$ cat config.mk
export PLATFORM = sky130hd
export DESIGN_NAME = id_ex_stage_flat
export DESIGN_NICKNAME = d
export VERILOG_FILES = /design/src/rtl/alu_defs.sv /design/src/rtl/id_ex_stage_if.sv /design/src/rtl/alu_control.sv /design/src/rtl/id_ex_stage.sv /design/src/flat_wrapper.sv
export SDC_FILE = /design/constraint.sdc
export NUM_CORES = 1
export LEC_CHECK = 0
export BUFFER_PORTS_ARGS = -buffer_cell sky130_fd_sc_hd__buf_2
export CAP_MARGIN = 10
export CORE_ASPECT_RATIO = 0.6
export CORE_UTILIZATION = 45
export CTS_BUF_LIST = sky130_fd_sc_hd__clkbuf_4
export CTS_CLUSTER_DIAMETER = 100
export DETAILED_ROUTE_END_ITERATION = 10
export HOLD_SLACK_MARGIN = 0.15
export PLACE_DENSITY = 0.76
export SLEW_MARGIN = 20
export SYNTH_ARGS = -nofsm -noshare
export SYNTH_HDL_FRONTEND = slang
export SYNTH_SLANG_ARGS = --single-unit
$ cat constraint.sdc
create_clock -name clk -period 2.7 [get_ports clk]
set_input_delay 0.54 -clock clk [delete_from_list [all_inputs] [get_ports clk]]
set_output_delay 0.54 -clock clk [all_outputs]
set_load 0.01 [all_outputs]
$ cat src/rtl/alu_defs.sv
`default_nettype none
// ============================================================================
// Module      : alu_defs (package)
// Description : ALU control codes, main-control ALU classes, R-type funct
//               values and the shared (alu_op, funct) decode function.
// Revision    : 1.0 - initial release
// ============================================================================
package alu_defs;

    localparam logic [3:0] ALU_AND     = 4'b0000;
    localparam logic [3:0] ALU_OR      = 4'b0001;
    localparam logic [3:0] ALU_ADD     = 4'b0010;
    localparam logic [3:0] ALU_SUB     = 4'b0110;
    localparam logic [3:0] ALU_SLT     = 4'b0111;
    localparam logic [3:0] ALU_NOR     = 4'b1100;
    localparam logic [3:0] ALU_INVALID = 4'b1111;

    typedef enum logic [1:0] {
        ALUOP_ADD   = 2'b00,
        ALUOP_SUB   = 2'b01,
        ALUOP_RTYPE = 2'b10,
        ALUOP_OR    = 2'b11
    } alu_op_e;

    localparam logic [5:0] FUNCT_ADD = 6'b100000;
    localparam logic [5:0] FUNCT_SUB = 6'b100010;
    localparam logic [5:0] FUNCT_AND = 6'b100100;
    localparam logic [5:0] FUNCT_OR  = 6'b100101;
    localparam logic [5:0] FUNCT_SLT = 6'b101010;
    localparam logic [5:0] FUNCT_NOR = 6'b100111;

    typedef struct packed {
        logic reg_write;
        logic mem_read;
        logic mem_write;
        logic mem_to_reg;
        logic branch;
        logic alu_src;
    } ex_ctrl_t;

    // Unknown R-type funct maps to INVALID so the ALU produces zero.
    function automatic logic [3:0] alu_decode(input logic [1:0] op, input logic [5:0] funct);
        logic [3:0] code;
        code = ALU_INVALID;
        case (alu_op_e'(op))
            ALUOP_ADD: code = ALU_ADD;
            ALUOP_SUB: code = ALU_SUB;
            ALUOP_OR:  code = ALU_OR;
            ALUOP_RTYPE: begin
                case (funct)
                    FUNCT_ADD: code = ALU_ADD;
                    FUNCT_SUB: code = ALU_SUB;
                    FUNCT_AND: code = ALU_AND;
                    FUNCT_OR:  code = ALU_OR;
                    FUNCT_SLT: code = ALU_SLT;
                    FUNCT_NOR: code = ALU_NOR;
                    default:   code = ALU_INVALID;
                endcase
            end
            default: code = ALU_INVALID;
        endcase
        return code;
    endfunction

endpackage
`default_nettype wire

$ cat src/rtl/id_ex_stage_if.sv
`default_nettype none
// ============================================================================
// Module      : id_ex_stage_if
// Description : Bundle of ID-side, forwarding-source and EX-side signals of
//               the ID/EX stage; master = pipeline control, slave = stage.
// Revision    : 1.0 - initial release
// ============================================================================
interface id_ex_stage_if #(
    parameter int DW = 32,
    parameter int RW = 5
);
    logic          stall;
    logic          flush;
    logic          id_valid;
    logic [DW-1:0] id_rs_data;
    logic [DW-1:0] id_rt_data;
    logic [DW-1:0] id_imm;
    logic [RW-1:0] id_rs;
    logic [RW-1:0] id_rt;
    logic [RW-1:0] id_rd;
    logic          id_uses_rt;
    logic          id_reg_dst;
    logic          id_alu_src;
    logic          id_reg_write;
    logic          id_mem_read;
    logic          id_mem_write;
    logic          id_mem_to_reg;
    logic          id_branch;
    logic [1:0]    id_alu_op;
    logic [5:0]    id_funct;

    logic          exmem_reg_write;
    logic [RW-1:0] exmem_rd;
    logic [DW-1:0] exmem_result;
    logic          memwb_reg_write;
    logic [RW-1:0] memwb_rd;
    logic [DW-1:0] memwb_result;

    logic [DW-1:0] alu_a;
    logic [DW-1:0] alu_b;
    logic [3:0]    alu_ctrl;
    logic [DW-1:0] store_data;
    logic [RW-1:0] ex_write_reg;
    logic          ex_valid;
    logic          ex_reg_write;
    logic          ex_mem_read;
    logic          ex_mem_write;
    logic          ex_mem_to_reg;
    logic          ex_branch;
    logic          load_use_hazard;

    modport master (
        output stall, flush, id_valid, id_rs_data, id_rt_data, id_imm,
               id_rs, id_rt, id_rd, id_uses_rt, id_reg_dst, id_alu_src,
               id_reg_write, id_mem_read, id_mem_write, id_mem_to_reg,
               id_branch, id_alu_op, id_funct,
               exmem_reg_write, exmem_rd, exmem_result,
               memwb_reg_write, memwb_rd, memwb_result,
        input  alu_a, alu_b, alu_ctrl, store_data, ex_write_reg, ex_valid,
               ex_reg_write, ex_mem_read, ex_mem_write, ex_mem_to_reg,
               ex_branch, load_use_hazard
    );

    modport slave (
        input  stall, flush, id_valid, id_rs_data, id_rt_data, id_imm,
               id_rs, id_rt, id_rd, id_uses_rt, id_reg_dst, id_alu_src,
               id_reg_write, id_mem_read, id_mem_write, id_mem_to_reg,
               id_branch, id_alu_op, id_funct,
               exmem_reg_write, exmem_rd, exmem_result,
               memwb_reg_write, memwb_rd, memwb_result,
        output alu_a, alu_b, alu_ctrl, store_data, ex_write_reg, ex_valid,
               ex_reg_write, ex_mem_read, ex_mem_write, ex_mem_to_reg,
               ex_branch, load_use_hazard
    );
endinterface
`default_nettype wire

$ cat src/rtl/alu_control.sv
`default_nettype none
// ============================================================================
// Module      : alu_control
// Description : Combinational (alu_op, funct) to 4-bit ALU control decode.
// Revision    : 1.0 - initial release
// ============================================================================
module alu_control
    import alu_defs::*;
(
    input  logic [1:0] alu_op_i,
    input  logic [5:0] funct_i,
    output logic [3:0] alu_ctrl_o
);

    assign alu_ctrl_o = alu_decode(alu_op_i, funct_i);

endmodule
`default_nettype wire

$ cat src/rtl/id_ex_stage.sv
`default_nettype none
// ============================================================================
// Module      : id_ex_stage
// Description : ID/EX pipeline register with ALU-control decode, EX/MEM and
//               MEM/WB operand forwarding and load-use hazard detection.
// Revision    : 1.0 - initial release
// ============================================================================
module id_ex_stage
    import alu_defs::*;
#(
    parameter int DW = 32,
    parameter int RW = 5
) (
    input  logic         clk,
    input  logic         reset,
    id_ex_stage_if.slave bus
);

    logic          ex_valid_q,     ex_valid_d;
    ex_ctrl_t      ctrl_q,         ctrl_d;
    logic [3:0]    alu_ctrl_q,     alu_ctrl_d;
    logic [DW-1:0] rs_data_q,      rs_data_d;
    logic [DW-1:0] rt_data_q,      rt_data_d;
    logic [DW-1:0] imm_q,          imm_d;
    logic [RW-1:0] rs_q,           rs_d;
    logic [RW-1:0] rt_q,           rt_d;
    logic [RW-1:0] write_reg_q,    write_reg_d;

    logic [3:0]    w_id_alu_ctrl;
    logic [DW-1:0] w_fwd_rs;
    logic [DW-1:0] w_fwd_rt;

    alu_control u_alu_control (
        .alu_op_i   (bus.id_alu_op),
        .funct_i    (bus.id_funct),
        .alu_ctrl_o (w_id_alu_ctrl)
    );

    always_comb begin
        ex_valid_d           = bus.id_valid;
        ctrl_d.reg_write     = bus.id_reg_write;
        ctrl_d.mem_read      = bus.id_mem_read;
        ctrl_d.mem_write     = bus.id_mem_write;
        ctrl_d.mem_to_reg    = bus.id_mem_to_reg;
        ctrl_d.branch        = bus.id_branch;
        ctrl_d.alu_src       = bus.id_alu_src;
        alu_ctrl_d           = w_id_alu_ctrl;
        rs_data_d            = bus.id_rs_data;
        rt_data_d            = bus.id_rt_data;
        imm_d                = bus.id_imm;
        rs_d                 = bus.id_rs;
        rt_d                 = bus.id_rt;
        write_reg_d          = bus.id_reg_dst ? bus.id_rd : bus.id_rt;
    end

    // Flush clears only validity/controls; data registers keep stale values.
    always_ff @(posedge clk) begin
        if (reset) begin
            ex_valid_q  <= 1'b0;
            ctrl_q      <= '0;
            alu_ctrl_q  <= ALU_INVALID;
            rs_data_q   <= '0;
            rt_data_q   <= '0;
            imm_q       <= '0;
            rs_q        <= '0;
            rt_q        <= '0;
            write_reg_q <= '0;
        end else if (bus.flush) begin
            ex_valid_q  <= 1'b0;
            ctrl_q      <= '0;
        end else if (!bus.stall) begin
            ex_valid_q  <= ex_valid_d;
            ctrl_q      <= ctrl_d;
            alu_ctrl_q  <= alu_ctrl_d;
            rs_data_q   <= rs_data_d;
            rt_data_q   <= rt_data_d;
            imm_q       <= imm_d;
            rs_q        <= rs_d;
            rt_q        <= rt_d;
            write_reg_q <= write_reg_d;
        end
    end

    // EX/MEM is younger than MEM/WB, so it is checked first; r0 never forwards.
    function automatic logic [DW-1:0] fwd_sel(
        input logic [RW-1:0] r,
        input logic [DW-1:0] rf_data,
        input logic          em_we,
        input logic [RW-1:0] em_rd,
        input logic [DW-1:0] em_res,
        input logic          mw_we,
        input logic [RW-1:0] mw_rd,
        input logic [DW-1:0] mw_res
    );
        logic [DW-1:0] v;
        v = rf_data;
        if (r != '0) begin
            if (em_we && (em_rd == r))
                v = em_res;
            else if (mw_we && (mw_rd == r))
                v = mw_res;
        end
        return v;
    endfunction

    always_comb begin
        w_fwd_rs = fwd_sel(rs_q, rs_data_q,
                           bus.exmem_reg_write, bus.exmem_rd, bus.exmem_result,
                           bus.memwb_reg_write, bus.memwb_rd, bus.memwb_result);
        w_fwd_rt = fwd_sel(rt_q, rt_data_q,
                           bus.exmem_reg_write, bus.exmem_rd, bus.exmem_result,
                           bus.memwb_reg_write, bus.memwb_rd, bus.memwb_result);
    end

    assign bus.alu_a         = w_fwd_rs;
    assign bus.alu_b         = ctrl_q.alu_src ? imm_q : w_fwd_rt;
    assign bus.store_data    = w_fwd_rt;
    assign bus.alu_ctrl      = alu_ctrl_q;
    assign bus.ex_write_reg  = write_reg_q;
    assign bus.ex_valid      = ex_valid_q;
    assign bus.ex_reg_write  = ex_valid_q & ctrl_q.reg_write;
    assign bus.ex_mem_read   = ex_valid_q & ctrl_q.mem_read;
    assign bus.ex_mem_write  = ex_valid_q & ctrl_q.mem_write;
    assign bus.ex_mem_to_reg = ex_valid_q & ctrl_q.mem_to_reg;
    assign bus.ex_branch     = ex_valid_q & ctrl_q.branch;

    assign bus.load_use_hazard = ex_valid_q & ctrl_q.mem_read & (write_reg_q != '0)
                               & ((write_reg_q == bus.id_rs)
                                  | (bus.id_uses_rt & (write_reg_q == bus.id_rt)))
                               & bus.id_valid;

endmodule
`default_nettype wire

$ cat src/flat_wrapper.sv
// flat-port wrapper written by rule: the top's interface ports become plain ports
module id_ex_stage_flat import alu_defs::*;
#(
    parameter int DW = 32,
    parameter int RW = 5
)
  (clk, reset, bus_stall, bus_flush, bus_id_valid, bus_id_rs_data, bus_id_rt_data, bus_id_imm, bus_id_rs, bus_id_rt, bus_id_rd, bus_id_uses_rt, bus_id_reg_dst, bus_id_alu_src, bus_id_reg_write, bus_id_mem_read, bus_id_mem_write, bus_id_mem_to_reg, bus_id_branch, bus_id_alu_op, bus_id_funct, bus_exmem_reg_write, bus_exmem_rd, bus_exmem_result, bus_memwb_reg_write, bus_memwb_rd, bus_memwb_result, bus_alu_a, bus_alu_b, bus_alu_ctrl, bus_store_data, bus_ex_write_reg, bus_ex_valid, bus_ex_reg_write, bus_ex_mem_read, bus_ex_mem_write, bus_ex_mem_to_reg, bus_ex_branch, bus_load_use_hazard);
  id_ex_stage_if #(.DW(DW), .RW(RW)) bus_i ();
  input  logic clk;
  input  logic reset;
  input wire logic [$bits(bus_i.stall)-1:0] bus_stall;
  input wire logic [$bits(bus_i.flush)-1:0] bus_flush;
  input wire logic [$bits(bus_i.id_valid)-1:0] bus_id_valid;
  input wire logic [$bits(bus_i.id_rs_data)-1:0] bus_id_rs_data;
  input wire logic [$bits(bus_i.id_rt_data)-1:0] bus_id_rt_data;
  input wire logic [$bits(bus_i.id_imm)-1:0] bus_id_imm;
  input wire logic [$bits(bus_i.id_rs)-1:0] bus_id_rs;
  input wire logic [$bits(bus_i.id_rt)-1:0] bus_id_rt;
  input wire logic [$bits(bus_i.id_rd)-1:0] bus_id_rd;
  input wire logic [$bits(bus_i.id_uses_rt)-1:0] bus_id_uses_rt;
  input wire logic [$bits(bus_i.id_reg_dst)-1:0] bus_id_reg_dst;
  input wire logic [$bits(bus_i.id_alu_src)-1:0] bus_id_alu_src;
  input wire logic [$bits(bus_i.id_reg_write)-1:0] bus_id_reg_write;
  input wire logic [$bits(bus_i.id_mem_read)-1:0] bus_id_mem_read;
  input wire logic [$bits(bus_i.id_mem_write)-1:0] bus_id_mem_write;
  input wire logic [$bits(bus_i.id_mem_to_reg)-1:0] bus_id_mem_to_reg;
  input wire logic [$bits(bus_i.id_branch)-1:0] bus_id_branch;
  input wire logic [$bits(bus_i.id_alu_op)-1:0] bus_id_alu_op;
  input wire logic [$bits(bus_i.id_funct)-1:0] bus_id_funct;
  input wire logic [$bits(bus_i.exmem_reg_write)-1:0] bus_exmem_reg_write;
  input wire logic [$bits(bus_i.exmem_rd)-1:0] bus_exmem_rd;
  input wire logic [$bits(bus_i.exmem_result)-1:0] bus_exmem_result;
  input wire logic [$bits(bus_i.memwb_reg_write)-1:0] bus_memwb_reg_write;
  input wire logic [$bits(bus_i.memwb_rd)-1:0] bus_memwb_rd;
  input wire logic [$bits(bus_i.memwb_result)-1:0] bus_memwb_result;
  output wire logic [$bits(bus_i.alu_a)-1:0] bus_alu_a;
  output wire logic [$bits(bus_i.alu_b)-1:0] bus_alu_b;
  output wire logic [$bits(bus_i.alu_ctrl)-1:0] bus_alu_ctrl;
  output wire logic [$bits(bus_i.store_data)-1:0] bus_store_data;
  output wire logic [$bits(bus_i.ex_write_reg)-1:0] bus_ex_write_reg;
  output wire logic [$bits(bus_i.ex_valid)-1:0] bus_ex_valid;
  output wire logic [$bits(bus_i.ex_reg_write)-1:0] bus_ex_reg_write;
  output wire logic [$bits(bus_i.ex_mem_read)-1:0] bus_ex_mem_read;
  output wire logic [$bits(bus_i.ex_mem_write)-1:0] bus_ex_mem_write;
  output wire logic [$bits(bus_i.ex_mem_to_reg)-1:0] bus_ex_mem_to_reg;
  output wire logic [$bits(bus_i.ex_branch)-1:0] bus_ex_branch;
  output wire logic [$bits(bus_i.load_use_hazard)-1:0] bus_load_use_hazard;
  assign bus_i.stall = bus_stall;
  assign bus_i.flush = bus_flush;
  assign bus_i.id_valid = bus_id_valid;
  assign bus_i.id_rs_data = bus_id_rs_data;
  assign bus_i.id_rt_data = bus_id_rt_data;
  assign bus_i.id_imm = bus_id_imm;
  assign bus_i.id_rs = bus_id_rs;
  assign bus_i.id_rt = bus_id_rt;
  assign bus_i.id_rd = bus_id_rd;
  assign bus_i.id_uses_rt = bus_id_uses_rt;
  assign bus_i.id_reg_dst = bus_id_reg_dst;
  assign bus_i.id_alu_src = bus_id_alu_src;
  assign bus_i.id_reg_write = bus_id_reg_write;
  assign bus_i.id_mem_read = bus_id_mem_read;
  assign bus_i.id_mem_write = bus_id_mem_write;
  assign bus_i.id_mem_to_reg = bus_id_mem_to_reg;
  assign bus_i.id_branch = bus_id_branch;
  assign bus_i.id_alu_op = bus_id_alu_op;
  assign bus_i.id_funct = bus_id_funct;
  assign bus_i.exmem_reg_write = bus_exmem_reg_write;
  assign bus_i.exmem_rd = bus_exmem_rd;
  assign bus_i.exmem_result = bus_exmem_result;
  assign bus_i.memwb_reg_write = bus_memwb_reg_write;
  assign bus_i.memwb_rd = bus_memwb_rd;
  assign bus_i.memwb_result = bus_memwb_result;
  assign bus_alu_a = bus_i.alu_a;
  assign bus_alu_b = bus_i.alu_b;
  assign bus_alu_ctrl = bus_i.alu_ctrl;
  assign bus_store_data = bus_i.store_data;
  assign bus_ex_write_reg = bus_i.ex_write_reg;
  assign bus_ex_valid = bus_i.ex_valid;
  assign bus_ex_reg_write = bus_i.ex_reg_write;
  assign bus_ex_mem_read = bus_i.ex_mem_read;
  assign bus_ex_mem_write = bus_i.ex_mem_write;
  assign bus_ex_mem_to_reg = bus_i.ex_mem_to_reg;
  assign bus_ex_branch = bus_i.ex_branch;
  assign bus_load_use_hazard = bus_i.load_use_hazard;
  id_ex_stage #(.DW(DW), .RW(RW)) u_core (.clk(clk), .reset(reset), .bus(bus_i));
endmodule
-- Word level (Yosys, flattened, before mapping)
Index checks and enable logic that the tools add are counted.
- $add $sub $neg: 0
- multipliers: 0
- div/mod/pow operators: 0
- magnitude comparators: 0
- equal/unequal tests: 15
- shifts and indexed selects: 0
- mux-type cells: 10
- bitwise operators: 12
- reduce and logical (&&, ||, !) cells: 10
- operators with widths (operator ; number):
    $mux W32 ; 7
    $eq A6 B6 Y1 const B ; 6
    $eq A5 B5 Y1 ; 6
    $pmux W4 S6 ; 1
    $pmux W4 S4 ; 1
    $reduce_bool A5 Y1 ; 3
    $and A1 B1 Y1 ; 9
    $mux W5 ; 1
    $eq A2 B2 Y1 const B ; 2
    $logic_and A1 B1 Y1 ; 4
    $eq A2 B1 Y1 const B ; 1
    $logic_not A2 Y1 ; 1
    $not A1 Y1 ; 2
    $reduce_and A2 Y1 ; 1
    $reduce_or A2 Y1 ; 1
    $or A1 B1 Y1 ; 1
- register bits: 122
- bits in latches: 0
- RAM bits: 0
- memory bits (read-only): 0
- bits of input ports: 208
- output and inout port bits: 112
- logic and storage cells: 61
- memories kept: 0

-- Depth between registers and ports, before layout
- word-level depth: 6
- gate-level depth with buffers: 7
- depth with buffers taken out: 5

-- By module
A second synthesis with hierarchy kept.
- cells, all modules: 1013
- area total of the unflattened synthesis: 7563.5 µm²
- modules (own cells, without submodules) (module ; times used ; cells each ; area an instance (µm²) ; sequential area each (µm²)):
    id_ex_stage ; 1 ; 994 ; 7447.1 ; 2442.3
    alu_control ; 1 ; 19 ; 116.4 ; 0.0

-- Worst setup path before layout
No wires, ideal clock.
- kind: input-to-output
- start point: input bus_exmem_rd[1]
- end point: output bus_alu_b[10]
- arrival time: 1954 ps
- required time: 2160 ps
- path slack: 206 ps
- cell stages on the path: 6
- path buffers: 1
- cell sequence: xnor2_1 > nand4_2 > nor2_2 > buf_6 > mux2_4 > a221o_1
- longest elaborated chain between the ends: 5
- ends and longest elaborated chain (item ; line ; RTL):
    start, declared ; flat_wrapper.sv:31 ; input wire logic [$bits(bus_i.exmem_rd)-1:0] bus_exmem_rd;
    $eq A5 B5 Y1 ; id_ex_stage.sv:98 ; if (em_we && (em_rd == r))
    $logic_and A1 B1 Y1 ; id_ex_stage.sv:98 ;
    $mux W32 ; id_ex_stage.sv:98 ;
    $mux W32 ; id_ex_stage.sv:97 ; if (r != '0) begin
    $mux W32 ; id_ex_stage.sv:116 ; assign bus.alu_b = ctrl_q.alu_src ? imm_q : w_fwd_rt;
    end, declared ; flat_wrapper.sv:37 ; output wire logic [$bits(bus_i.alu_b)-1:0] bus_alu_b;
Every way passes these cells.

-- Worst setup path after layout
- start point: register u_core.rt_q[3]
- end point: output bus_alu_b[27]
- longest elaborated chain between the ends: 6
- elaborated cells between the ends (all ways): 9
- classes of those cells: eq/ne (2); mux (4); reduce/logical (3)
- ends and longest elaborated chain (item ; line ; RTL):
    start, declared ; id_ex_stage.sv:26 ; logic [RW-1:0] rt_q, rt_d;
    start signal, assigned ; id_ex_stage.sv:79 ; rt_q <= rt_d;
    $eq A5 B5 Y1 ; id_ex_stage.sv:100 ; else if (mw_we && (mw_rd == r))
    $logic_and A1 B1 Y1 ; id_ex_stage.sv:100 ;
    $mux W32 ; id_ex_stage.sv:100 ;
    $mux W32 ; id_ex_stage.sv:98 ;
    $mux W32 * ; id_ex_stage.sv:97 ;
    $mux W32 * ; id_ex_stage.sv:116 ;
Every way passes the cells marked *; elsewhere a longest branch is shown, timed or not.

==> flow_summary.json <==
{
  "grt_pass1_wl_um": 46600,
  "vias": 9207,
  "setup_slack_ns": -0.389,
  "netlist_instances": 1006,
  "p_leak_nw": 5.01,
  "setup_viol": 96,
  "place_area_um2": 9450,
  "ir_drop_v": 0.000250,
  "async_reset_ff_share_pct": 0,
  "crit_fanout": 5,
  "wire_per_inst_um": 21.7,
  "grt_use_total_pct": 36.2,
  "crit_arrival_ns": 2.55,
  "io_buffers": 319,
  "grt_pass1_vias": 7787,
  "r2r-start": "u_core.ctrl_q[0]",
  "dp_slack_ns": -0.0993,
  "numCtsBuffers": 17,
  "yosysWarnings": 0,
  "syn_avg_cell_area_um2": 7.38,
  "finalCritPeriodShare_pct": 114,
  "start_util_pct": 47.3,
  "min_path_type": "in -> reg",
  "cts_tree": "built",
  "p_per_area_nw_per_um2": 419,
  "maxSlewViolCount": 0,
  "yosysTopAreaCellShare_pct": 32.9,
  "mostFrequentLayoutCells": "305 x buf_2, 250 x nand2_1, 142 x a21oi_1, 111 x dfxtp_1, 65 x inv_1",
  "synthFlopType": "dfxtp_1",
  "r2r_slack_ns": 1.50,
  "synth_seq_cells": 122,
  "rsz0062_at_grt": "true",
  "path_clk_slew_ns": 0.15,
  "skew_ns": 0,
  "largest_registers": "u_core.imm_q: 32 flops, u_core.rs_data_q: 32 flops, u_core.rt_data_q: 32 flops",
  "start_kind": "flip-flop",
  "worst_slew_pin_slew_ns": 0.532,
  "cts_max_level": 4,
  "min_from": "bus_id_rt_data[26]",
  "stdcell_count": 1561,
  "num_rows": 35,
  "hpwl_um": 22500,
  "layout-drive-gt1-share_pct": 40.3,
  "ys_seq_area_share_pct": 32.9,
  "grt_start_max_net_pins": 75,
  "synth_area_leaders": "dfxtp_1 33%, nand2_1 13%, a21oi_1 9.6%",
  "grt_antenna_before_repair": 4,
  "whs_ns": 0.224,
  "ios": 320,
  "syn_area_um2": 7430,
  "status": "finished, violations left",
  "timing.rr.end": "u_core.ctrl_q[0]",
  "syn2layout_area_growth_pct": 50.8,
  "synth_nets": 1214,
  "gp_congestion": 0.983,
  "synthDominantAreaCellType": "dfxtp_1",
  "maxSlewHeadroom_pct": 64.5,
  "worstSetupPathType": "reg -> out",
  "final_cell_area_um2": 11200,
  "whs_path_depth": 3,
  "overflow": 0,
  "die_x_um": 168,
  "clockRootBuffer": "clkbuf_4",
  "wl_um": 33800,
  "min_to": "u_core.rt_data_q[26]",
  "yosysUniqueCellTypes": 39,
  "synth_edf_count": 0,
  "final_common_cell": "buf_2",
  "die_area_um2": 17000,
  "drt_iter0_markers": 1318,
  "clockBufferDepth": 2,
  "clk_latency_ns": 0.52,
  "finalCriticalPeriod_ns": 3.09,
  "core_um2": 15700,
  "fillerInstances": 1307,
  "rr_worst_depth": 3,
  "die_h_um": 102,
  "firstDrtPassIters": 5,
  "cts.sinks": 122,
  "max_freq_mhz": 324,
  "violations": "setup timing",
  "finalNetCount": 1549,
  "antenna_left": 0,
  "maxCapViolCount": 0,
  "required_ns": 2.16,
  "crit_path_end_kind": "primary output",
  "dp.cells": 1482,
  "drc": 0,
  "hold_violations": 0,
  "power.total_mw": 4.70,
  "post_drt_via_cell_ratio": 5.90
}
metal layers:
metal	wire length (um)	up-vias	track usage, %
li1	-	4179	-
met1	14600	4310	54.2
met2	14300	662	51.4
met3	4500	54	10.4
met4	457	2	5.72
met5	13	-	0
cell usage after synthesis, types with 20 or more instances:
cell type / number
dfxtp_1: 122
a221o_1: 32
a21oi_1: 143
nand4_1: 33
inv_1: 65
mux2_4: 30
clkbuf_1: 66
nor3_1: 36
nand2_1: 253
a22o_1: 32
xnor2_1: 20
o221ai_1: 32
nand2b_1: 37
critical path, stage by stage (launching register included):
cell and delay, ns:
dfxtp_4 0.42, xnor2_4 0.17, nand4_4 0.13, nor2_4 0.21, buf_6 0.15, clkbuf_16 0.15, mux2_4 0.30, a221o_1 0.32
buf_2 0.15
worst max path at each step:
stage               startpoint            end  slack (ns)  depth (start not counted)
2_1_floorplan  bus_exmem_rd[1]  bus_alu_b[10]        0.21                          6
3_3_place_gp   bus_exmem_rd[0]   bus_alu_b[8]       -0.08                          8
3_5_place_dp   bus_exmem_rd[1]  bus_alu_b[11]        -0.1                          8
4_1_cts         u_core.rt_q[3]   bus_alu_b[0]       -0.34                          8
5_1_grt         u_core.rt_q[3]  bus_alu_b[27]       -0.47                          8
6_report        u_core.rt_q[3]  bus_alu_b[27]       -0.39                          8
kinds of logic (layout without fill, tap and decap cells):
kind of cell           Yosys count  after routing  share of synthesized area, %
AND/OR/NAND/NOR                398            398                          23.9
AO/OA/AOI/OAI                  252            252                          22.8
other                            0              4                             0
multiplexers                    44             44                          7.98
flip-flops                     122            122                          32.9
buffers and inverters          159            507                          8.79
XOR/XNOR                        31             31                          3.66
where the power goes:
group          switching (mW)  internal (mW)  leakage [nW]
combinational           0.698          0.529          3.84
clock                   0.841          0.678         0.168
sequential             0.0716           1.88          1.00
total                    1.61           3.09          5.01
final cells by class:
type | count | area [um^2] | share of cell area (%)
diodes | 4 | 10.0 | 0.0893
inverters | 65 | 244 | 2.18
clock buffers | 18 | 135 | 1.21
clock inverters | 14 | 185 | 1.65
well taps | 203 | 254 | 2.27
flip-flops and latches | 122 | 2470 | 22.1
multi-input cells | 725 | 4800 | 42.9
repair buffers | 410 | 3100 | 27.6
timing repair:
item                       4_1_cts  5_1_grt
hold buffers                     0        0
pin swaps                       21       63
cloned                          10       14
buffers inserted                13       10
setup endpoints to repair       96       96
gates resized for setup         88       46
stage by stage:
step	util, %	setup TNS (ns)
floorplan	-	0
global placement	60.1	-1.15
detailed placement	60.1	-1.66
CTS	67.0	-22.47
global route	71.2	-31.31
finish	71.3	-24.53
Power figures use the tool's default switching activity.
